--- config.mk ---
export PLATFORM = sky130hd
export DESIGN_NAME = instr_dcd_flat
export DESIGN_NICKNAME = d
export VERILOG_FILES = /design/src/rtl/instr_dcd_pkg.sv /design/src/rtl/instr_dcd_if.sv /design/src/rtl/instr_dcd.sv /design/src/flat_wrapper.sv
export SDC_FILE = /design/constraint.sdc
export NUM_CORES = 1
export LEC_CHECK = 0
export CAP_MARGIN = 10
export CORE_ASPECT_RATIO = 1.4
export CORE_MARGIN = 1
export CORE_UTILIZATION = 30
export CTS_CLUSTER_DIAMETER = 60
export DETAILED_ROUTE_END_ITERATION = 6
export PLACE_DENSITY_LB_ADDON = 0.12
export SLEW_MARGIN = 30
export SYNTH_ARGS = -nofsm -noshare
export SYNTH_HDL_FRONTEND = slang
export SYNTH_SLANG_ARGS = --single-unit
--- constraint.sdc ---
create_clock -name clk -period 2.8 [get_ports clk]
set_input_delay 0.84 -clock clk [delete_from_list [all_inputs] [get_ports clk]]
set_output_delay 0.84 -clock clk [all_outputs]
set_load 0.01 [all_outputs]
--- src/rtl/instr_dcd_pkg.sv ---
// Shared types and constants for the SPI instruction decoder.
// Holds the header field layout and the register-map legality rules.
package dcd_pkg;

  typedef enum logic [1:0] {
    IDLE = 2'd0,
    RD   = 2'd1,
    DATA = 2'd2
  } dcd_state_e;

  localparam int HDR_RW_BIT   = 7;
  localparam int HDR_ADDR_MSB = 5;
  localparam int REG_ADDR_W   = HDR_ADDR_MSB + 1;

  typedef logic [REG_ADDR_W-1:0] reg_addr_t;

  localparam reg_addr_t LAST_REG_ADDR = 6'h0D;
  localparam reg_addr_t RO_ADDR_A     = 6'h08;
  localparam reg_addr_t RO_ADDR_B     = 6'h09;

  // Reads may target any mapped register; writes additionally skip the read-only pair.
  function automatic logic access_legal(input reg_addr_t a, input logic is_wr);
    if (a > LAST_REG_ADDR) return 1'b0;
    if (is_wr && (a == RO_ADDR_A || a == RO_ADDR_B)) return 1'b0;
    return 1'b1;
  endfunction

endpackage

--- src/rtl/instr_dcd_if.sv ---
// Bus bundle between SPI bridge, decoder and register file.
// The master modport is the decoder's view; slave is the surrounding logic.
interface instr_dcd_if #(
  parameter int ADDR_W = 6,
  parameter int DATA_W = 8
);
  logic              byte_sync;
  logic [DATA_W-1:0] data_in;
  logic [DATA_W-1:0] data_out;
  logic              read;
  logic              write;
  logic [ADDR_W-1:0] addr;
  logic [DATA_W-1:0] data_write;
  logic [DATA_W-1:0] data_read;
  logic              err;

  modport master (
    input  byte_sync, data_in, data_read,
    output data_out, read, write, addr, data_write, err
  );

  modport slave (
    output byte_sync, data_in, data_read,
    input  data_out, read, write, addr, data_write, err
  );
endinterface

--- src/rtl/instr_dcd.sv ---
// Two-byte frame decoder (header + payload) driving register file strobes.
// Optional DCD_ADDR_CHECK_EN suppresses illegal accesses and raises sticky err.
module instr_dcd
  import dcd_pkg::*;
#(
  parameter int ADDR_W = 6,
  parameter int DATA_W = 8
) (
  input logic        clk,
  input logic        rst_n,
  instr_dcd_if.master bus
);

  dcd_state_e        state;
  logic              is_write;
  logic              frame_ok;
  logic              read_q;
  logic              write_q;
  logic [ADDR_W-1:0] addr_q;
  logic [DATA_W-1:0] data_write_q;
  logic [DATA_W-1:0] data_out_q;
  logic [ADDR_W-1:0] hdr_addr;
  logic              hdr_ok;
  logic              unused_rsvd;

  assign hdr_addr    = bus.data_in[HDR_ADDR_MSB:0];
  assign unused_rsvd = bus.data_in[6];

`ifdef DCD_ADDR_CHECK_EN
  assign hdr_ok = access_legal(hdr_addr, bus.data_in[HDR_RW_BIT]);
`else
  assign hdr_ok = 1'b1;
`endif

  always_ff @(posedge clk or negedge rst_n) begin
    if (!rst_n) begin
      state        <= IDLE;
      is_write     <= 1'b0;
      frame_ok     <= 1'b0;
      read_q       <= 1'b0;
      write_q      <= 1'b0;
      addr_q       <= '0;
      data_write_q <= '0;
      data_out_q   <= '0;
    end else begin
      read_q  <= 1'b0;
      write_q <= 1'b0;
      case (state)
        IDLE: begin
          if (bus.byte_sync) begin
            addr_q   <= hdr_addr;
            is_write <= bus.data_in[HDR_RW_BIT];
            frame_ok <= hdr_ok;
            if (bus.data_in[HDR_RW_BIT]) begin
              state <= DATA;
            end else begin
              read_q <= hdr_ok;
              state  <= RD;
            end
          end
        end
        // A payload byte landing in the strobe cycle still closes the frame.
        RD: begin
          data_out_q <= frame_ok ? bus.data_read : '0;
          state      <= bus.byte_sync ? IDLE : DATA;
        end
        DATA: begin
          if (bus.byte_sync) begin
            if (is_write && frame_ok) begin
              data_write_q <= bus.data_in;
              write_q      <= 1'b1;
            end
            state <= IDLE;
          end
        end
        default: state <= IDLE;
      endcase
    end
  end

`ifdef DCD_ADDR_CHECK_EN
  logic err_q;
  logic err_set;

  // err rises in the cycle the suppressed strobe would have appeared.
  always_comb begin
    err_set = 1'b0;
    if (bus.byte_sync) begin
      if (state == IDLE && !bus.data_in[HDR_RW_BIT] && !hdr_ok) err_set = 1'b1;
      if (state == DATA && is_write && !frame_ok) err_set = 1'b1;
    end
  end

  always_ff @(posedge clk or negedge rst_n) begin
    if (!rst_n) err_q <= 1'b0;
    else        err_q <= err_q | err_set;
  end

  assign bus.err = err_q;
`else
  assign bus.err = 1'b0;
`endif

  assign bus.read       = read_q;
  assign bus.write      = write_q;
  assign bus.addr       = addr_q;
  assign bus.data_write = data_write_q;
  assign bus.data_out   = data_out_q;

endmodule

--- src/flat_wrapper.sv ---
// flat-port wrapper written by rule: the top's interface ports become plain ports
module instr_dcd_flat import dcd_pkg::*;
#(
  parameter int ADDR_W = 6,
  parameter int DATA_W = 8
)
  (clk, rst_n, bus_byte_sync, bus_data_in, bus_data_read, bus_data_out, bus_read, bus_write, bus_addr, bus_data_write, bus_err);
  instr_dcd_if #(.ADDR_W(ADDR_W), .DATA_W(DATA_W)) bus_i ();
  input logic clk;
  input logic rst_n;
  input wire logic [$bits(bus_i.byte_sync)-1:0] bus_byte_sync;
  input wire logic [$bits(bus_i.data_in)-1:0] bus_data_in;
  input wire logic [$bits(bus_i.data_read)-1:0] bus_data_read;
  output wire logic [$bits(bus_i.data_out)-1:0] bus_data_out;
  output wire logic [$bits(bus_i.read)-1:0] bus_read;
  output wire logic [$bits(bus_i.write)-1:0] bus_write;
  output wire logic [$bits(bus_i.addr)-1:0] bus_addr;
  output wire logic [$bits(bus_i.data_write)-1:0] bus_data_write;
  output wire logic [$bits(bus_i.err)-1:0] bus_err;
  assign bus_i.byte_sync = bus_byte_sync;
  assign bus_i.data_in = bus_data_in;
  assign bus_i.data_read = bus_data_read;
  assign bus_data_out = bus_i.data_out;
  assign bus_read = bus_i.read;
  assign bus_write = bus_i.write;
  assign bus_addr = bus_i.addr;
  assign bus_data_write = bus_i.data_write;
  assign bus_err = bus_i.err;
  instr_dcd #(.ADDR_W(ADDR_W), .DATA_W(DATA_W)) u_core (.clk(clk), .rst_n(rst_n), .bus(bus_i));
endmodule
==> out/results.md, run 1 <==
### Pwr
- **LEAKAGE** 0.7379 nW
- **PwrDens** 859.2 mW/mm^2
- **overall power after layout** 1.408 mW
- **maximum vdd ir drop** 464.7 uV

### Worst hold path
- **hold endpoint** u_core.bus.data_out[1]$_DFFE_PN0N_
- **Hold WC Path Type** flop to flop
- **cell count of the worst hold path** 2
- **origin of the worst min-delay path** u_core.bus.data_out[1]$_DFFE_PN0N_

### Drt
- **detailed-route via count** 761
- **remaining antenna violation count after routing** 0
- **DR DRC count** 0
- **drt initial violations** 5
- **final routed wire length divided by cell count** 12.96 um
- **detailed-route wire length** 2204 um
- **routed via count divided by cell count** 4.476
- **count of TritonRoute iterations in the first routing pass** 2

### Run status
- **result of the run** finished clean

### Die
- **initial standard-cell utilization of the core** 0.3115
- **core region area** 0.003643 sq mm
- **chip width** 53.98 um
- **Vert. Die Dim** 74.77 um
- **count of standard-cell rows** 26
- **I/O pin total** 44
- **DIE AREA** 0.004036 sq mm

### Timing
- **Fin Clk Skew** 5.427 ps
- **pins over their slew limit** 0
- **Setup-failing EPs final** 0
- **Max Fclk** 486.3 MHz
- **hold violation total from the final report** 0
- **final setup TNS** 0 ps
- **unrepaired setup endpoints after global routing** no
- **Final min period** 2056 ps
- **share of the cycle needed by the critical path after routing** 0.7343

### Logic synthesis
- **Post-Syn Instances** 85
- **Yosys Warn Count** 0
- **proportion of synthesized chip area in sequential cells** 0.6174
- **number of library cell types mapped by synthesis** 18
- **Compound-Gate Fraction of Synth Area** 0.04410
- **multiplexer fraction of the synthesized cell area** 0.1720
- **cell taking the most area after synthesis** sky130_fd_sc_hd__dfrtp_1
- **net count after synthesis** 104
- **fraction of the mapped netlist area in adder cells** 0
- **synthesized area per cell** 13.35 sq um
- **Syn Std Cell Area** 0.001135 sq mm
- **fraction of synthesized cell area taken by the top area cell type** 0.6174
- **fraction of synthesized cell area in xor and xnor cells** 0
- **top area cells in the synthesized netlist** sky130_fd_sc_hd__dfrtp_1 (62%), sky130_fd_sc_hd__mux2_4 (9.3%), sky130_fd_sc_hd__mux2_2 (7.9%)
- **number of storage elements in the synthesis netlist** 28
- **combinational family with the most area after synthesis** multiplexers
- **simple-gate area share of the yosys netlist** 0.1323

### Global routing
- **via count of the first global-routing pass** 779
- **global route total overflow** 0
- **largest net degree at the start of global routing** 29
- **number of antenna violations at the first check in global routing** 0
- **first-pass GRT wire length** 3519 um
- **Tot GR Track Use** 0.1235

### Clock network
- **CTS tree** yes
- **clock latency on the worst-skew pair** 280 ps
- **clock transition at the registers of the reported paths** 100 ps
- **number of buffers added by the clock tree synthesis step** 3
- **clock tree root driver cell** sky130_fd_sc_hd__clkbuf_8
- **Hold-fix buffers, CTS** 0
- **Gates resized, CTS repair** 0
- **number of buffers on the longest clock path** 2
- **clock sinks** 28
- **Post-CTS Setup Inserts** 0
- **count of H-tree levels built during CTS** 1

### Critical path
- **Critical Path Source Type** input pin
- **data arrival time at the worst-slack endpoint** 2220 ps
- **type of the setup path with the least slack** input pin to flop
- **highest cell delay on the worst timing path** 490 ps
- **most common cell type on the critical path** sky130_fd_sc_hd__nor2b_4
- **cell with the largest stage delay on the worst path** sky130_fd_sc_hd__clkdlybuf4s50_1
- **critical-path maximum fanout** 10
- **critical path endpoint category** flop
- **endpoint of the worst-slack reg-to-reg timing path** u_core.bus.addr[1]$_DFFE_PN0P_
- **worst r2r src** u_core.state[0]$_DFFE_PN0P_
- **cells traversed along the worst timing path** clkdlybuf4s50_1 -> nor2b_4 -> nor2b_4 -> mux2_4
- **R2R cell count** 3
- **worst setup slack for register-to-register paths** 1380 ps
- **endpoint required time on the critical path** 2970 ps

### Layout
- **area used by sequential logic in the layout** 700.7 sq um
- **fill count** 362
- **antenna diode instance count** 0
- **fraction of layout cells with a size suffix above 1** 0.1953
- **final core occ** 0.4499
- **net count of the finished layout** 148
- **Area growth syn-to-layout** 44.43%
- **area taken by multi-input logic gates** 399.1 sq um

### Placed design
- **RePlAce Congestion** 0.6040
- **number of buffers added on ports** 42
- **placed wire-length estimate** 1543 um

### Job
- **Max Cap Viol** 0

[placed cells by master, fill, tap and decap left out, drive strengths merged]
cell / count
nand4: 1
conb: 1
or2: 1
dfrtp: 28
buf: 1
nand2b: 1
clkbuf: 4
o21ai: 9
nor2: 1
nand2: 17
clkdlybuf4s50: 42
a21oi: 1
nor2b: 4
and2b: 1
mux2: 15
inv: 1
[Yosys cell counts]
cell type	instances
sky130_fd_sc_hd__nor2b_4	2
sky130_fd_sc_hd__mux2_2	8
sky130_fd_sc_hd__nand2_1	17
sky130_fd_sc_hd__mux2_4	7
sky130_fd_sc_hd__and2b_2	1
sky130_fd_sc_hd__conb_1	1
sky130_fd_sc_hd__nor2_1	1
sky130_fd_sc_hd__buf_6	1
sky130_fd_sc_hd__clkbuf_2	1
sky130_fd_sc_hd__nor2b_1	2
sky130_fd_sc_hd__nand2b_1	1
sky130_fd_sc_hd__buf_4	2
sky130_fd_sc_hd__a21oi_1	1
sky130_fd_sc_hd__nand4_4	1
sky130_fd_sc_hd__inv_1	1
sky130_fd_sc_hd__or2_2	1
sky130_fd_sc_hd__o21ai_0	9
sky130_fd_sc_hd__dfrtp_1	28
[critical path: cells and delay by family]
kind / cells / cell delay [ps]
buf+inv: 1 / 490
mux: 1 / 330
simple gates: 2 / 550
[where the power goes]
group / switching (mW) / internal (mW)
registers: 0.0774 / 0.541
logic: 0.186 / 0.349
clock network: 0.128 / 0.126
total: 0.392 / 1.02
[metal layers]
layer | global-route usage | routed length, um | vias up
li1 | - | - | 363
met1 | 0.1509 | 975 | 359
met2 | 0.1975 | 1000 | 35
met3 | 0.02828 | 189 | 4
met4 | 0.06838 | 38 | 0
met5 | 0 | 0 | -
[registers in the layout (all words and copies together) (netlist names)]
register,count
u_core.bus.read,1
u_core.bus.write,1
u_core.frame_ok,1
u_core.bus.data_write,8
u_core.bus.addr,6
u_core.bus.data_out,8
u_core.state,2
u_core.is_write,1
[cells by family (layout without fill, tap and decap cells)]
group	Yosys count	in the layout
AOI/OAI and AO/OA	10	10
buffers and inverters	5	48
DFF	28	28
muxes	15	15
other	1	1
and+or+nand+nor	26	26
[how the worst max path moves through the flow]
stage	start	endpoint
2_1_floorplan	bus_byte_sync	u_core.bus.addr[0]$_DFFE_PN0P_
3_3_place_gp	bus_byte_sync	u_core.bus.addr[3]$_DFFE_PN0P_
3_5_place_dp	bus_byte_sync	u_core.bus.addr[5]$_DFFE_PN0P_
4_1_cts	u_core.bus.addr[0]$_DFFE_PN0P_	bus_addr[0]
5_1_grt	bus_byte_sync	u_core.bus.addr[1]$_DFFE_PN0P_
6_report	bus_byte_sync	u_core.bus.addr[1]$_DFFE_PN0P_
[layout make-up]
cell class              instances  area share
clock buffers                   4     0.03359
flip-flops and latches         28      0.4275
inverters                       1    0.002290
multi-input cells              52      0.2435
repair buffers                 43      0.2611
well taps                      42     0.03206
[per-stage QoR]
step,instances,setup slack (ps),hold slack [ps],cell area [sq um]
floorplan,85,1093,511.0,1135
global placement,166,471.6,467.5,1584
detailed placement,166,431.9,476.5,1584
CTS,170,739.2,499.9,1639
global route,170,668.7,519.9,1639
finish,170,743.8,492.3,1639
No activity file was read; power rests on OpenSTA's default activity.
==> inputs of run 2 (changes only) <==
clock period = 1.8 ns   (was 2.8 ns; I/O delays follow)
==> out/results.md, run 2 (synthesized netlist as in run 1, its figures left out) <==
### Critical path
- **Critical Path Source Type** flop
- **highest cell delay on the worst timing path** 550 ps, +60 ps
- **critical-path maximum fanout** 2, -8
- **worst setup slack for register-to-register paths** 440 ps, -940 ps
- **type of the setup path with the least slack** flop to primary output
- **endpoint of the worst-slack reg-to-reg timing path** u_core.bus.addr[4]$_DFFE_PN0P_
- **endpoint required time on the critical path** 1260 ps, -1710 ps
- **data arrival time at the worst-slack endpoint** 1200 ps, -1020 ps
- **worst r2r src** u_core.state[0]$_DFFE_PN0P_
- **R2R cell count** 4, +1
- **worst path bufs/invs** 1, unchanged
- **cells traversed along the worst timing path** clkdlybuf4s50_1
- **Top delay family on crit path** buffers and inverters
- **cell with the largest stage delay on the worst path** sky130_fd_sc_hd__clkdlybuf4s50_1
- **critical path endpoint category** primary output

### Clock network
- **clock sinks** 28, unchanged
- **Post-CTS Setup Inserts** 0, unchanged
- **Gates resized, CTS repair** 0, unchanged
- **count of H-tree levels built during CTS** 1, unchanged
- **clock tree root driver cell** sky130_fd_sc_hd__clkbuf_8
- **CTS tree** yes
- **clock latency on the worst-skew pair** 270 ps, about the same
- **number of buffers on the longest clock path** 2, unchanged
- **Hold-fix buffers, CTS** 0, unchanged
- **number of buffers added by the clock tree synthesis step** 3, unchanged
- **clock transition at the registers of the reported paths** 90 ps, about the same

### Job
- **Max Cap Viol** 0, unchanged

### Global routing
- **Tot GR Track Use** 0.1195, -0.003987
- **number of antenna violations at the first check in global routing** 0, unchanged
- **first-pass GRT wire length** 3477 um, -1.2%
- **largest net degree at the start of global routing** 29, unchanged
- **global route total overflow** 0, unchanged
- **via count of the first global-routing pass** 749, -3.9%

### Drt
- **detailed-route wire length** 2175 um, -1.3%
- **DR DRC count** 0, unchanged
- **routed via count divided by cell count** 4.347, -2.9%
- **drt initial violations** 9, +4
- **detailed-route via count** 752, -1.2%
- **final routed wire length divided by cell count** 12.57 um, -3.0%
- **count of TritonRoute iterations in the first routing pass** 4, +2
- **remaining antenna violation count after routing** 0, unchanged

### Die
- **chip width** 53.98 um, unchanged
- **DIE AREA** 0.004036 sq mm, unchanged
- **Vert. Die Dim** 74.77 um, unchanged
- **initial standard-cell utilization of the core** 0.3115, unchanged
- **core region area** 0.003643 sq mm, unchanged
- **count of standard-cell rows** 26, unchanged
- **I/O pin total** 44, unchanged

### Layout
- **area taken by multi-input logic gates** 399.1 sq um, unchanged
- **fraction of layout cells with a size suffix above 1** 0.2137, +0.01843
- **area used by sequential logic in the layout** 700.7 sq um, unchanged
- **most frequent cells in the layout** sky130_fd_sc_hd__clkdlybuf4s50_1 (42), sky130_fd_sc_hd__dfrtp_1 (28), sky130_fd_sc_hd__nand2_1 (17), sky130_fd_sc_hd__o21ai_0 (9), sky130_fd_sc_hd__mux2_2 (8)
- **Area growth syn-to-layout** 47.52%
- **fill count** 359, -0.83%
- **finished layout cell area** 0.001674 sq mm, +2.1%
- **leading cell type in the layout, fill and taps excluded** sky130_fd_sc_hd__clkdlybuf4s50_1
- **final core occ** 0.4595, +0.009615
- **net count of the finished layout** 151, +2.0%
- **antenna diode instance count** 0, unchanged

### Timing
- **pins over their slew limit** 0, unchanged
- **hold violation total from the final report** 0, unchanged
- **Setup-failing EPs final** 0, unchanged
- **unrepaired setup endpoints after global routing** no
- **Fin Clk Skew** 2.629 ps, -2.798 ps
- **final setup TNS** 0 ps, unchanged
- **share of the cycle needed by the critical path after routing** 0.9657
- **Max Fclk** 575.3 MHz
- **Final min period** 1738 ps
- **Hold WS** 492.8 ps, +0.5090 ps

### Pwr
- **Net Sw Frac** 0.2730, -0.005445
- **P_int** 1.597 mW, +57%
- **overall power after layout** 2.197 mW, +56%
- **PwrDens** 1312 mW/mm^2, +53%
- **maximum vdd ir drop** 742.5 uV, +60%
- **power share of the combinational group** 0.390, +0.010
- **sequential group share of total power** 0.438, about the same
- **LEAKAGE** 0.7566 nW, +2.5%
- **switching power** 599.6 uW, +53%
- **Clk pwr share** 0.172, -0.009

### Worst hold path
- **cell count of the worst hold path** 2, unchanged
- **origin of the worst min-delay path** u_core.bus.data_out[7]$_DFFE_PN0N_
- **Hold WC Path Type** flop to flop
- **hold endpoint** u_core.bus.data_out[7]$_DFFE_PN0N_

### Run status
- **result of the run** finished clean

### Placed design
- **RePlAce Congestion** 0.6977, +16%
- **number of buffers added on ports** 42, unchanged
- **Placed Area** 0.001619 sq mm, +2.2%

==> run 2: changes by cell type in the layout (fill, tap and decap cells not counted), sizes merged <==
cell / before / now
buf: 1 / 4
==> run 2: layout make-up <==
type | count | share of cell area
multi-input cells | 52 | 0.2384
clock buffers | 4 | 0.03288
repair buffers | 46 | 0.2765
inverters | 1 | 0.002242
flip-flops and latches | 28 | 0.4185
well taps | 42 | 0.03139
==> run 2: metrics by stage <==
step,cells,setup WS (ps)
finish,173,61.79
global route,173,15.05
CTS,173,49.68
detailed placement,169,-155.7
global placement,169,-146.5
floorplan,85,393.0
==> run 2: routing by layer <==
metal,global-route usage,share of wire,vias up
met5,0,0,-
met4,0.05983,0.017,0
met3,0.02828,0.077,4
met2,0.1866,0.44,35
met1,0.1530,0.46,345
li1,-,-,368
==> run 2: worst max path at each step <==
stage / startpoint / end / depth (start not counted) / slack, ps
floorplan: bus_byte_sync / u_core.bus.addr[0]$_DFFE_PN0P_ / 4 / 390
global placement: bus_byte_sync / u_core.bus.addr[5]$_DFFE_PN0P_ / 5 / -150
detailed placement: bus_byte_sync / u_core.bus.addr[4]$_DFFE_PN0P_ / 5 / -160
CTS: u_core.bus.addr[5]$_DFFE_PN0P_ / bus_addr[5] / 1 / 50
global route: u_core.bus.addr[5]$_DFFE_PN0P_ / bus_addr[5] / 1 / 20
finish: u_core.bus.addr[5]$_DFFE_PN0P_ / bus_addr[5] / 1 / 60
==> run 2: power groups by stage <==
stage | clock network (mW) | registers (mW) | logic, mW
3_5_place_dp | 0 | 0.972 | 0.870
4_1_cts | 0.394 | 0.966 | 0.871
3_3_place_gp | 0 | 0.975 | 0.854
5_1_grt | 0.418 | 0.988 | 0.934
2_1_floorplan | 0 | 1.07 | 0.254
6_report | 0.377 | 0.963 | 0.856
==> inputs of run 3 (changes only) <==
RECOVER_POWER = 100   (was not set)
==> out/results.md, run 3 (synthesized netlist as in run 1, its figures left out) <==
### Pwr
- **maximum vdd ir drop** 741.4 uV, -0.15%
- **Net Sw Frac** 0.2753, +0.002352
- **sequential group share of total power** 0.445, +0.007
- **switching power** 594.4 uW, -0.87%
- **Clk pwr share** 0.175, +0.003
- **power share of the combinational group** 0.381, -0.009
- **PwrDens** 1309 mW/mm^2, -0.23%
- **P_int** 1.565 mW, -2.0%
- **LEAKAGE** 0.7344 nW, -2.9%

### Timing
- **worst slew pin tran** 696.3 ps
- **Setup-failing EPs final** 0, unchanged
- **worst slew slack as a fraction of its limit** 0.5358
- **share of the cycle needed by the critical path after routing** 0.9565, -0.009179
- **pins over their slew limit** 0, unchanged
- **hold violation total from the final report** 0, unchanged
- **Fin Clk Skew** 2.395 ps, -0.2341 ps
- **Max Fclk** 580.8 MHz, +0.96%
- **unrepaired setup endpoints after global routing** no
- **Final min period** 1722 ps, -16.52 ps

### Worst hold path
- **hold endpoint** u_core.bus.data_out[7]$_DFFE_PN0N_
- **cell count of the worst hold path** 2, unchanged
- **origin of the worst min-delay path** u_core.bus.data_out[7]$_DFFE_PN0N_
- **Hold WC Path Type** flop to flop

### Layout
- **most frequent cells in the layout** sky130_fd_sc_hd__clkdlybuf4s50_1 (41), sky130_fd_sc_hd__dfrtp_1 (28), sky130_fd_sc_hd__nand2_1 (17), sky130_fd_sc_hd__o21ai_0 (9), sky130_fd_sc_hd__mux2_2 (8)
- **fill count** 367, +2.2%
- **fraction of layout cells with a size suffix above 1** 0.1679, -0.04580
- **area used by sequential logic in the layout** 700.7 sq um, unchanged
- **area taken by multi-input logic gates** 376.6 sq um, -5.6%
- **net count of the finished layout** 151, unchanged
- **Cell Count, Final, Fillers Out** 173, unchanged
- **leading cell type in the layout, fill and taps excluded** sky130_fd_sc_hd__clkdlybuf4s50_1
- **antenna diode instance count** 0, unchanged
- **Area growth syn-to-layout** 45.31%
- **final core occ** 0.4526, -0.006868

### Critical path
- **endpoint required time on the critical path** 1260 ps, about the same
- **endpoint of the worst-slack reg-to-reg timing path** u_core.bus.addr[4]$_DFFE_PN0P_
- **highest cell delay on the worst timing path** 550 ps, about the same
- **critical path endpoint category** primary output
- **data arrival time at the worst-slack endpoint** 1180 ps, -20 ps
- **R2R cell count** 4, unchanged
- **cell with the largest stage delay on the worst path** sky130_fd_sc_hd__clkdlybuf4s50_1
- **worst r2r src** u_core.state[0]$_DFFE_PN0P_
- **critical-path maximum fanout** 2, unchanged
- **cells traversed along the worst timing path** clkdlybuf4s50_1
- **Critical Path Source Type** flop
- **type of the setup path with the least slack** flop to primary output
- **Top delay family on crit path** buffers and inverters
- **worst path bufs/invs** 1, unchanged
- **worst setup slack for register-to-register paths** 420 ps, -20 ps

### Die
- **core region area** 0.003643 sq mm, unchanged
- **count of standard-cell rows** 26, unchanged
- **Vert. Die Dim** 74.77 um, unchanged
- **I/O pin total** 44, unchanged
- **DIE AREA** 0.004036 sq mm, unchanged
- **initial standard-cell utilization of the core** 0.3115, unchanged
- **chip width** 53.98 um, unchanged

### Placed design
- **number of buffers added on ports** 42, unchanged
- **Cell Count Post-Placement** 169, unchanged
- **RePlAce Congestion** 0.6977, unchanged

### Global routing
- **via count of the first global-routing pass** 749, unchanged
- **largest net degree at the start of global routing** 29, unchanged
- **Tot GR Track Use** 0.1195, unchanged
- **number of antenna violations at the first check in global routing** 0, unchanged
- **global route total overflow** 0, unchanged
- **first-pass GRT wire length** 3477 um, unchanged

### Drt
- **count of TritonRoute iterations in the first routing pass** 4, unchanged
- **detailed-route via count** 751, -0.13%
- **routed via count divided by cell count** 4.341, -0.13%
- **drt initial violations** 3, -6
- **detailed-route wire length** 2177 um, about the same
- **remaining antenna violation count after routing** 0, unchanged
- **final routed wire length divided by cell count** 12.58 um, about the same
- **DR DRC count** 0, unchanged

### Clock network
- **clock tree root driver cell** sky130_fd_sc_hd__clkbuf_8
- **CTS tree** yes
- **clock transition at the registers of the reported paths** 90 ps, about the same
- **Gates resized, CTS repair** 0, unchanged
- **clock latency on the worst-skew pair** 270 ps, about the same
- **Post-CTS Setup Inserts** 0, unchanged
- **number of buffers on the longest clock path** 2, unchanged
- **number of buffers added by the clock tree synthesis step** 3, unchanged
- **Hold-fix buffers, CTS** 0, unchanged
- **clock sinks** 28, unchanged
- **count of H-tree levels built during CTS** 1, unchanged

### Run status
- **result of the run** finished clean

### Job
- **Max Cap Viol** 0, unchanged

[run 3: cell types whose count changed in the layout (fill, tap and decap cells not counted)]
cell and delta:
sky130_fd_sc_hd__dlygate4sd3_1 +1, sky130_fd_sc_hd__mux2_1 +6, sky130_fd_sc_hd__clkdlybuf4s50_1 -1, sky130_fd_sc_hd__clkbuf_2 +1
sky130_fd_sc_hd__mux2_4 -6, sky130_fd_sc_hd__buf_4 -1
[run 3: final cells by class]
class,instances,share of cell area
repair buffers,46,0.2792
multi-input cells,52,0.2284
well taps,42,0.03187
flip-flops and latches,28,0.4249
clock buffers,4,0.03338
inverters,1,0.002276
[run 3: per-layer routing]
| metal | routed length [um] | share of wire | track usage |
|---|---|---|---|
| met2 | 961 | 0.44 | 0.1866 |
| met4 | 38 | 0.017 | 0.05983 |
| met1 | 1002 | 0.46 | 0.1530 |
| met5 | 0 | 0 | 0 |
| met3 | 174 | 0.080 | 0.02828 |
[run 3: worst max-delay path by stage]
stage | from | to | slack (ps) | cells after the start
6_report | u_core.bus.addr[5]$_DFFE_PN0P_ | bus_addr[5] | 80 | 1
5_1_grt | u_core.bus.addr[5]$_DFFE_PN0P_ | bus_addr[5] | 20 | 1
4_1_cts | u_core.bus.addr[5]$_DFFE_PN0P_ | bus_addr[5] | 50 | 1
3_5_place_dp | bus_byte_sync | u_core.bus.addr[4]$_DFFE_PN0P_ | -160 | 5
3_3_place_gp | bus_byte_sync | u_core.bus.addr[5]$_DFFE_PN0P_ | -150 | 5
2_1_floorplan | bus_byte_sync | u_core.bus.addr[0]$_DFFE_PN0P_ | 390 | 4
[run 3: power by group through the flow]
stage | clock (mW) | combinational, mW | sequential [mW]
5_1_grt | 0.418 | 0.897 | 0.985
3_5_place_dp | 0 | 0.870 | 0.972
2_1_floorplan | 0 | 0.254 | 1.07
3_3_place_gp | 0 | 0.854 | 0.975
4_1_cts | 0.394 | 0.871 | 0.966
6_report | 0.377 | 0.822 | 0.960
[run 3: stage by stage]
step,hold slack (ps),setup TNS [ps],instance area [sq um],setup slack [ps],total power [mW]
6_report,492.6,0,1649,78.31,2.159
5_1_grt,516.9,0,1649,21.39,2.300
4_1_cts,498.0,0,1674,49.68,2.231
3_5_place_dp,476.5,-1673,1619,-155.7,1.842
3_3_place_gp,467.2,-1575,1619,-146.5,1.829
2_1_floorplan,244.4,0,1135,393.0,1.320
